### src/rtl/mc_ctrl_fsm.sv
`default_nettype none
// ============================================================================
// Module   : mc_ctrl_fsm
// Purpose  : Multicycle controller FSM for the mccpu_jal datapath.
// Revision : 1.0 - initial release
// ============================================================================
module mc_ctrl_fsm #(
    parameter int ALUOP_W = 4,
    parameter int STATE_W = 4
) (
    input  logic               clk,
    input  logic               rst,
    input  logic [5:0]         Op,
    input  logic [5:0]         Funct,
    input  logic               Zero,
    output logic               PCWrite,
    output logic               IRWrite,
    output logic               IorD,
    output logic               MemWrite,
    output logic               RegWrite,
    output logic [1:0]         RegDst,
    output logic [1:0]         WDSel,
    output logic [1:0]         ALUSrcA,
    output logic [1:0]         ALUSrcB,
    output logic               EXTOp,
    output logic [1:0]         NPCOp,
    output logic [ALUOP_W-1:0] ALUOp,
    output logic               Illegal,
    output logic [STATE_W-1:0] State
);

    localparam logic [5:0] OP_RTYPE = 6'h00;
    localparam logic [5:0] OP_J     = 6'h02;
    localparam logic [5:0] OP_JAL   = 6'h03;
    localparam logic [5:0] OP_BEQ   = 6'h04;
    localparam logic [5:0] OP_ADDI  = 6'h08;
    localparam logic [5:0] OP_ADDIU = 6'h09;
    localparam logic [5:0] OP_SLTI  = 6'h0A;
    localparam logic [5:0] OP_ANDI  = 6'h0C;
    localparam logic [5:0] OP_ORI   = 6'h0D;
    localparam logic [5:0] OP_LUI   = 6'h0F;
    localparam logic [5:0] OP_LW    = 6'h23;
    localparam logic [5:0] OP_SW    = 6'h2B;

    localparam logic [5:0] F_SLL  = 6'h00;
    localparam logic [5:0] F_SRL  = 6'h02;
    localparam logic [5:0] F_JR   = 6'h08;
    localparam logic [5:0] F_ADD  = 6'h20;
    localparam logic [5:0] F_ADDU = 6'h21;
    localparam logic [5:0] F_SUB  = 6'h22;
    localparam logic [5:0] F_SUBU = 6'h23;
    localparam logic [5:0] F_AND  = 6'h24;
    localparam logic [5:0] F_OR   = 6'h25;
    localparam logic [5:0] F_NOR  = 6'h27;
    localparam logic [5:0] F_SLT  = 6'h2A;
    localparam logic [5:0] F_SLTU = 6'h2B;

    localparam logic [ALUOP_W-1:0] ALU_NOP  = ALUOP_W'(0);
    localparam logic [ALUOP_W-1:0] ALU_ADD  = ALUOP_W'(1);
    localparam logic [ALUOP_W-1:0] ALU_SUB  = ALUOP_W'(2);
    localparam logic [ALUOP_W-1:0] ALU_AND  = ALUOP_W'(3);
    localparam logic [ALUOP_W-1:0] ALU_OR   = ALUOP_W'(4);
    localparam logic [ALUOP_W-1:0] ALU_SLT  = ALUOP_W'(5);
    localparam logic [ALUOP_W-1:0] ALU_SLTU = ALUOP_W'(6);
    localparam logic [ALUOP_W-1:0] ALU_SLL  = ALUOP_W'(7);
    localparam logic [ALUOP_W-1:0] ALU_NOR  = ALUOP_W'(8);
    localparam logic [ALUOP_W-1:0] ALU_LUI  = ALUOP_W'(9);
    localparam logic [ALUOP_W-1:0] ALU_SRL  = ALUOP_W'(10);

    typedef enum logic [STATE_W-1:0] {
        S_FETCH  = STATE_W'(0),
        S_DECODE = STATE_W'(1),
        S_MEMADR = STATE_W'(2),
        S_MEMRD  = STATE_W'(3),
        S_MEMWB  = STATE_W'(4),
        S_MEMWR  = STATE_W'(5),
        S_EXE    = STATE_W'(6),
        S_RWB    = STATE_W'(7),
        S_IEXE   = STATE_W'(8),
        S_IWB    = STATE_W'(9),
        S_BRANCH = STATE_W'(10),
        S_JUMP   = STATE_W'(11),
        S_JAL    = STATE_W'(12),
        S_JR     = STATE_W'(13)
    } state_t;

    state_t state;
    state_t state_nxt;

    logic               funct_ok;
    logic               funct_shift;
    logic [ALUOP_W-1:0] funct_alu;
    logic               imm_ok;
    logic               imm_sext;
    logic [ALUOP_W-1:0] imm_alu;

    logic               pc_write;
    logic               ir_write;
    logic               iord;
    logic               mem_write;
    logic               reg_write;
    logic [1:0]         reg_dst;
    logic [1:0]         wd_sel;
    logic [1:0]         src_a;
    logic [1:0]         src_b;
    logic               ext_op;
    logic [1:0]         npc_op;
    logic [ALUOP_W-1:0] alu_op;
    logic               illegal;

    always_ff @(posedge clk or negedge rst) begin
        if (!rst) begin
            state <= S_FETCH;
        end else begin
            state <= state_nxt;
        end
    end

    // R-type function decode (jr is handled separately, it is not an ALU op)
    always_comb begin
        funct_ok    = 1'b1;
        funct_shift = 1'b0;
        funct_alu   = ALU_NOP;
        case (Funct)
            F_ADD, F_ADDU: funct_alu = ALU_ADD;
            F_SUB, F_SUBU: funct_alu = ALU_SUB;
            F_AND:         funct_alu = ALU_AND;
            F_OR:          funct_alu = ALU_OR;
            F_NOR:         funct_alu = ALU_NOR;
            F_SLT:         funct_alu = ALU_SLT;
            F_SLTU:        funct_alu = ALU_SLTU;
            F_SLL: begin
                funct_alu   = ALU_SLL;
                funct_shift = 1'b1;
            end
            F_SRL: begin
                funct_alu   = ALU_SRL;
                funct_shift = 1'b1;
            end
            default:       funct_ok = 1'b0;
        endcase
    end

    always_comb begin
        imm_ok   = 1'b1;
        imm_sext = 1'b0;
        imm_alu  = ALU_NOP;
        case (Op)
            OP_ADDI, OP_ADDIU: begin
                imm_alu  = ALU_ADD;
                imm_sext = 1'b1;
            end
            OP_SLTI: begin
                imm_alu  = ALU_SLT;
                imm_sext = 1'b1;
            end
            OP_ANDI: imm_alu = ALU_AND;
            OP_ORI:  imm_alu = ALU_OR;
            OP_LUI:  imm_alu = ALU_LUI;
            default: imm_ok  = 1'b0;
        endcase
    end

    always_comb begin
        state_nxt = S_FETCH;
        pc_write  = 1'b0;
        ir_write  = 1'b0;
        iord      = 1'b0;
        mem_write = 1'b0;
        reg_write = 1'b0;
        reg_dst   = 2'd0;
        wd_sel    = 2'd0;
        src_a     = 2'd0;
        src_b     = 2'd0;
        ext_op    = 1'b0;
        npc_op    = 2'd0;
        alu_op    = ALU_NOP;
        illegal   = 1'b0;
        case (state)
            S_FETCH: begin
                ir_write  = 1'b1;
                pc_write  = 1'b1;
                src_a     = 2'd1;
                src_b     = 2'd1;
                alu_op    = ALU_ADD;
                state_nxt = S_DECODE;
            end
            S_DECODE: begin
                // Branch target is computed speculatively into ALUOut here
                src_a  = 2'd1;
                src_b  = 2'd3;
                ext_op = 1'b1;
                alu_op = ALU_ADD;
                case (Op)
                    OP_RTYPE: begin
                        if (Funct == F_JR) begin
                            state_nxt = S_JR;
                        end else if (funct_ok) begin
                            state_nxt = S_EXE;
                        end else begin
                            illegal = 1'b1;
                        end
                    end
                    OP_LW, OP_SW: state_nxt = S_MEMADR;
                    OP_BEQ:       state_nxt = S_BRANCH;
                    OP_J:         state_nxt = S_JUMP;
                    OP_JAL:       state_nxt = S_JAL;
                    default: begin
                        if (imm_ok) begin
                            state_nxt = S_IEXE;
                        end else begin
                            illegal = 1'b1;
                        end
                    end
                endcase
            end
            S_MEMADR: begin
                src_b  = 2'd2;
                ext_op = 1'b1;
                alu_op = ALU_ADD;
                if (Op == OP_LW) begin
                    state_nxt = S_MEMRD;
                end else if (Op == OP_SW) begin
                    state_nxt = S_MEMWR;
                end
            end
            S_MEMRD: begin
                iord      = 1'b1;
                state_nxt = S_MEMWB;
            end
            S_MEMWB: begin
                reg_write = 1'b1;
                wd_sel    = 2'd1;
            end
            S_MEMWR: begin
                iord      = 1'b1;
                mem_write = 1'b1;
            end
            S_EXE: begin
                src_a     = funct_shift ? 2'd2 : 2'd0;
                alu_op    = funct_alu;
                state_nxt = S_RWB;
            end
            S_RWB: begin
                reg_write = 1'b1;
                reg_dst   = 2'd1;
            end
            S_IEXE: begin
                src_b     = 2'd2;
                ext_op    = imm_sext;
                alu_op    = imm_alu;
                state_nxt = S_IWB;
            end
            S_IWB: begin
                reg_write = 1'b1;
            end
            S_BRANCH: begin
                alu_op   = ALU_SUB;
                npc_op   = 2'd1;
                pc_write = Zero;
            end
            S_JUMP: begin
                npc_op   = 2'd2;
                pc_write = 1'b1;
            end
            S_JAL: begin
                // PC already holds PC+4, so the link value comes straight from PC
                npc_op    = 2'd2;
                pc_write  = 1'b1;
                reg_write = 1'b1;
                reg_dst   = 2'd2;
                wd_sel    = 2'd2;
            end
            S_JR: begin
                npc_op   = 2'd3;
                pc_write = 1'b1;
            end
            default: state_nxt = S_FETCH;
        endcase
    end

    // Everything is held quiet while reset is low so no partial write escapes
    assign PCWrite  = rst & pc_write;
    assign IRWrite  = rst & ir_write;
    assign IorD     = rst & iord;
    assign MemWrite = rst & mem_write;
    assign RegWrite = rst & reg_write;
    assign RegDst   = rst ? reg_dst : 2'd0;
    assign WDSel    = rst ? wd_sel  : 2'd0;
    assign ALUSrcA  = rst ? src_a   : 2'd0;
    assign ALUSrcB  = rst ? src_b   : 2'd0;
    assign EXTOp    = rst & ext_op;
    assign NPCOp    = rst ? npc_op  : 2'd0;
    assign ALUOp    = rst ? alu_op  : ALU_NOP;
    assign Illegal  = rst & illegal;
    assign State    = state;

endmodule
`default_nettype wire

### config.mk
export PLATFORM = sky130hd
export DESIGN_NAME = mc_ctrl_fsm
export DESIGN_NICKNAME = d
export VERILOG_FILES = /design/src/rtl/mc_ctrl_fsm.sv
export SDC_FILE = /design/constraint.sdc
export NUM_CORES = 1
export LEC_CHECK = 0
export ABC_AREA = 1
export CAP_MARGIN = 20
export CORE_MARGIN = 3
export CORE_UTILIZATION = 42
export DETAILED_ROUTE_END_ITERATION = 16
export GPL_TIMING_DRIVEN = 0
export PLACE_DENSITY = 0.8
export SLEW_MARGIN = 40
export SYNTH_ARGS = -nofsm -noshare
export SYNTH_HDL_FRONTEND = slang
export SYNTH_SLANG_ARGS = --single-unit
export TNS_END_PERCENT = 30
### constraint.sdc
create_clock -name clk -period 1.9 [get_ports clk]
set_input_delay 0.38 -clock clk [delete_from_list [all_inputs] [get_ports clk]]
set_output_delay 0.38 -clock clk [all_outputs]
set_load 0.02 [all_outputs]
== After elaboration in Yosys (flattened, before gate mapping) ==
Index checks and enable logic that the tools add are counted.

* $add $sub $neg: 0
* Multiply operators: 0
* Divide/modulo/power cells: 0
* $lt $le $gt $ge: 0
* Equality and inequality tests: 35
* Shift-type cells: 0
* Mux-type cells: 37
* Bitwise gates (word level): 7
* Reduce and logical (&&, ||, !) cells: 20

{| class="wikitable"
|+ Operators by type and width
! operator !! count
|-
| $eq 6x6->1 const B || 11
|-
| $eq 6x4->1 const B || 7
|-
| $pmux 4 s5 || 2
|-
| $pmux 4 s9 || 1
|-
| $eq 4x4->1 const B || 6
|-
| $pmux 4 s6 || 1
|-
| $reduce_or 2->1 || 10
|-
| $eq 6x2->1 const B || 3
|-
| $eq 4x3->1 const B || 4
|-
| $pmux 4 s4 || 1
|-
| $logic_not 6->1 || 2
|-
| $mux 1 || 12
|-
| $mux 2 || 6
|-
| $mux 4 || 3
|-
| $pmux 2 s2 || 3
|-
| $pmux 2 s3 || 2
|-
| $reduce_or 11->1 || 1
|-
| $mux 3 || 3
|-
| $eq 4x2->1 const B || 2
|-
| $reduce_or 4->1 || 2
|-
| $and 1x1->1 || 7
|-
| $eq 6x3->1 const B || 1
|-
| $pmux 1 s2 || 3
|-
| $reduce_or 3->1 || 2
|-
| 4 further kinds || 4
|}

* Bits in registers: 4
* Bits in latches: 0
* RAM bits: 0
* Memory bits (read-only): 0
* Input port bits: 15
* Output and inout bits: 25
* Word-level logic and storage cells: 100
* Memories kept: 0

== Logic depth before layout (Yosys ltp) ==
* Depth in word-level cells: 8
* Mapped depth: 10
* Gate-level depth less buffers: 10

== Least setup slack after synthesis ==
Ideal clock, no wire load.

* Kind: reg-to-output
* Start point: register state[3], in the netlist State[3]
* End point: output port EXTOp
* Data arrival time: 1659 ps
* Required time: 1520 ps
* Path slack: -139 ps
* Stages on the path, launching flop included: 7
* Path buffers: 0
* Cell sequence: dfrtp_1 -> nor2_2 -> inv_2 -> nor2_4 -> nor2_2 -> a21oi_2 -> a21boi_1

* Cells in the longest elaborated chain, start to end: 4
* Elaborated cells on any way between the ends: 6

{| class="wikitable"
|+ Ends and longest elaborated chain
! what !! RTL line !! source
|-
| from (decl) || 87 || <nowiki>state_t state;</nowiki>
|-
| from (signal assigned) || 115 || <nowiki>state <= state_nxt;</nowiki>
|-
| $eq 4x2->1 or $eq 4x1->1 (tied branches) || 179 || <nowiki>case (state)</nowiki>
|-
| $reduce_or 2->1 (no line) || -- ||
|-
| $pmux 1 s2 (*) || 179 ||
|-
| $and 1x1->1 (*) || 292 || <nowiki>assign EXTOp = rst & ext_op;</nowiki>
|-
| to (decl) || 25 || <nowiki>output logic EXTOp,</nowiki>
|}

Mark *: on every way between the ends. The rest lies on a longest branch, timed or not.

== Worst setup path after layout ==
* Start point: register state[0], in the netlist State[0]
* End point: output port EXTOp

Same word-level chain as after synthesis.

==> results.sh <==
export IMPL_slew_violations=0
export IMPL_endpoint_kind="output pin"
export IMPL_postRouteAntennaNets=0
export IMPL_drt_first_iter_violations=72
export IMPL_p_comb_share_pct=75.2
export IMPL_drc_errors=0
export IMPL_dieHeight_microns=52.64
export IMPL_fmax_mhz=491.7
export IMPL_start_util_pct=45.63
export IMPL_ys_seq_area_share_pct=10.96
export IMPL_r2r_slack_ns=0.56
export IMPL_clock_sinks=4
export IMPL_hp_class="in -> async"
export IMPL_final_instance_count_excl_fill=274
export IMPL_core_area_sq_mm=0.002002
export IMPL_row_count=16
export IMPL_finalSetupViolations=6
export IMPL_dieArea_sq_mm=0.002770
export IMPL_synth_top_area_share_pct=18.90
export IMPL_clk_pin_slew_ns=0.04
export IMPL_drive_above_1_share_pct=44.94
export IMPL_hold_violations=0
export IMPL_post_route_cell_area_sq_mm=0.001595
export IMPL_fin_util_pct=79.69
export IMPL_ctsLongestPathBuffers=2
export IMPL_vdd_drop_max_mv=0.9898
export IMPL_slew_headroom_pct=81.90
export IMPL_p_int_mw=0.5214
export IMPL_cts_inserted_buffers=3
export IMPL_worstPathCellList="inv_1 -> nor2_4 -> inv_2 -> nor2_4 -> nor2_4 -> a21oi_4 -> a21boi_4 -> buf_4"
export IMPL_finalCritPeriodShare_pct=107.0
export IMPL_cp_data_required_time_ns=1.52
export IMPL_cpMostUsedCell="nor2_4"
export IMPL_p_clk_share_pct=9.7
export IMPL_synth_seq_cells=4
export IMPL_outcome="complete, but fails checks"
export IMPL_p_per_area_mw_per_mm2=689.4
export IMPL_first_pass_iters=4
export IMPL_detail_route_wl_per_cell_microns=13.55
export IMPL_grt_pass1_vias=1310
export IMPL_min_period_ns=2.034
export IMPL_rsz0062_at_grt="true"
export IMPL_io_pins=40
export IMPL_routed_via_density=5.471
export IMPL_port_buffers=39
export IMPL_cp_start_kind="flip-flop"
export IMPL_skew_ns=0.004107
export IMPL_crit_fanout=5
export IMPL_p_sw_mw=0.5784
export IMPL_cap_violations=0
export IMPL_total_power_mw=1.100
export IMPL_worst_slack_ns=-0.1339
export IMPL_wl_microns=3713
export IMPL_syn_nets=200
export IMPL_sw_frac_of_total_pct=52.59
export IMPL_ctsHoldBuffers=0
export IMPL_synth_largest_area_cell="nand2_1"
export IMPL_grt_max_degree=11
export IMPL_crit_path_top_delay_cell="dfrtp_2"
export IMPL_seq_power_share_pct=15.1
export IMPL_syn_inst=185
export IMPL_htreeDepth=1
export IMPL_layout_nets=264
export IMPL_rr_worst_depth=7
export IMPL_dpl_cell_area_sq_mm=0.001356
export IMPL_worst_setup_path_type="reg -> out"
export IMPL_cts_tree="built"
export IMPL_cp_slowest_stage_delay_ns=0.45
export IMPL_crit_start="State[0]"
export IMPL_synth_warnings=0
export IMPL_gp_congestion=0.8717
export IMPL_die_width_microns=52.64
export IMPL_grt_pass1_wl_microns=5395
export IMPL_synthToLayoutAreaGrowth_pct=74.66
export IMPL_hold_ws_ns=0.08711
export IMPL_largest_reg_flops=4
export IMPL_syn_area_per_cell_sq_um=4.937
export IMPL_dpl_hpwl_microns=2457
export IMPL_worstMarginPinSlew_ns=0.2687
export IMPL_crit_end="EXTOp"
export IMPL_insertion_delay_ns=0.23
export IMPL_grtUsageTotal_pct=25.34
export IMPL_violations="setup timing"
export IMPL_antenna_cells=0
export IMPL_ys_async_sr_fraction_pct=100.0
export IMPL_synth_distinct_cells=22
export IMPL_crit_arrival_ns=1.65
export IMPL_synthTopCellsByArea="nand2_1 19%, nand3_1 16%, inv_1 13%"
export IMPL_antenna_found_initial=0
export IMPL_yosys_top_cells_count="46 x nand2_1, 32 x inv_1, 32 x nor2_1"
export IMPL_root_buffer="clkbuf_4"
export IMPL_synth_top_flop_cell="dfrtp_1"
export IMPL_reg2reg_from="State[1]"
export IMPL_synth_edf_count=0
export IMPL_synthMostInstantiatedCell="nand2_1"
export IMPL_r2r_end="State[1]"
export IMPL_gr_total_overflow=0
export IMPL_vias=1499
export IMPL_power_leakage_nw=0.8684
export IMPL_mappedNetlistArea_sq_um=913.4
export IMPL_place_inst=251
layer usage:
metal	routed length [microns]	global-route usage (%)	share of wire, %	up-vias
met1	1406	30.09	38	672
met4	110	5.532	3.0	0
met2	1876	46.90	51	87
met5	0	0	0	-
li1	-	-	-	726
met3	319	3.989	8.6	14
cells by family (layout without fill, tap and decap cells):
| logic type | after synthesis | after routing | synth area share, % |
|---|---|---|---|
| compound gates | 19 | 19 | 12.19 |
| simple gates | 126 | 126 | 61.64 |
| buf+inv | 36 | 98 | 15.21 |
| flops | 4 | 4 | 10.96 |
through the flow:
stage	setup slack, ns	setup TNS [ns]
after floorplan	0.006553	0
after global placement	-0.8776	-15.05
after detailed placement	-0.8894	-15.32
after CTS	-0.2352	-0.9456
after global routing	-0.1886	-1.266
final	-0.1339	-0.3832
critical path: cells and delay by family, from the launching register on:
family | cells | cell delay, ns
DFF | 1 | 0.45
and+or+nand+nor | 3 | 0.36
buffers and inverters | 3 | 0.32
AOI/OAI and AO/OA | 2 | 0.30
power by group through the flow:
stage	sequential, mW	clock [mW]	combinational, mW
2_1_floorplan	0.160	0	0.386
3_3_place_gp	0.137	0	0.663
3_5_place_dp	0.139	0	0.669
4_1_cts	0.147	0.112	0.687
5_1_grt	0.169	0.119	0.882
6_report	0.166	0.107	0.827
worst min-delay path by stage:
| stage | end | cells after the start |
|---|---|---|
| floorplan | State[0] | 0 |
| global placement | State[0] | 1 |
| detailed placement | State[0] | 1 |
| CTS | State[1] | 1 |
| global route | State[0] | 1 |
| finish | State[1] | 1 |
cell usage in the layout, fill, tap and decap left out:
cell type | synthesis | final
dlygate4sd2_1 | 0 | 4
a41oi_1 | 1 | 1
a21oi_1 | 9 | 7
buf_4 | 1 | 28
nand4_1 | 4 | 4
nand2_1 | 46 | 44
clkbuf_2 | 0 | 14
a21boi_4 | 0 | 1
a31oi_1 | 1 | 1
o21ai_0 | 4 | 3
a211oi_1 | 1 | 1
nor3_1 | 6 | 6
inv_1 | 32 | 20
nand2_2 | 1 | 2
nand3_2 | 1 | 10
clkdlybuf4s15_2 | 0 | 4
nor2_2 | 5 | 5
buf_2 | 0 | 4
nand3_1 | 29 | 20
inv_2 | 2 | 14
clkdlybuf4s50_1 | 0 | 5
clkdlybuf4s18_2 | 0 | 1
a21oi_2 | 1 | 2
dfrtp_2 | 0 | 4
buf_6 | 0 | 1
a22oi_2 | 0 | 1
a21oi_4 | 0 | 1
o21ai_2 | 0 | 1
nand2_4 | 0 | 1
nor2_4 | 2 | 14
clkbuf_4 | 0 | 3
nor2_1 | 32 | 20
area by class of cell:
cell class,count,area (sq um)
buffer,2,12.51
clock buffer,3,22.52
fill,160,406.6
inverter,34,127.6
multi-input combinational,145,854.6
sequential,4,105.1
tap,27,33.78
timing repair buffer,59,439.2
repair_timing:
action,in CTS,in global routing
resized for setup,110,67
endpoints found under the setup margin,21,20
buffers inserted,11,9
pin swaps,11,12
hold endpoints to repair,0,0
No activity file was read; power rests on OpenSTA's default activity.
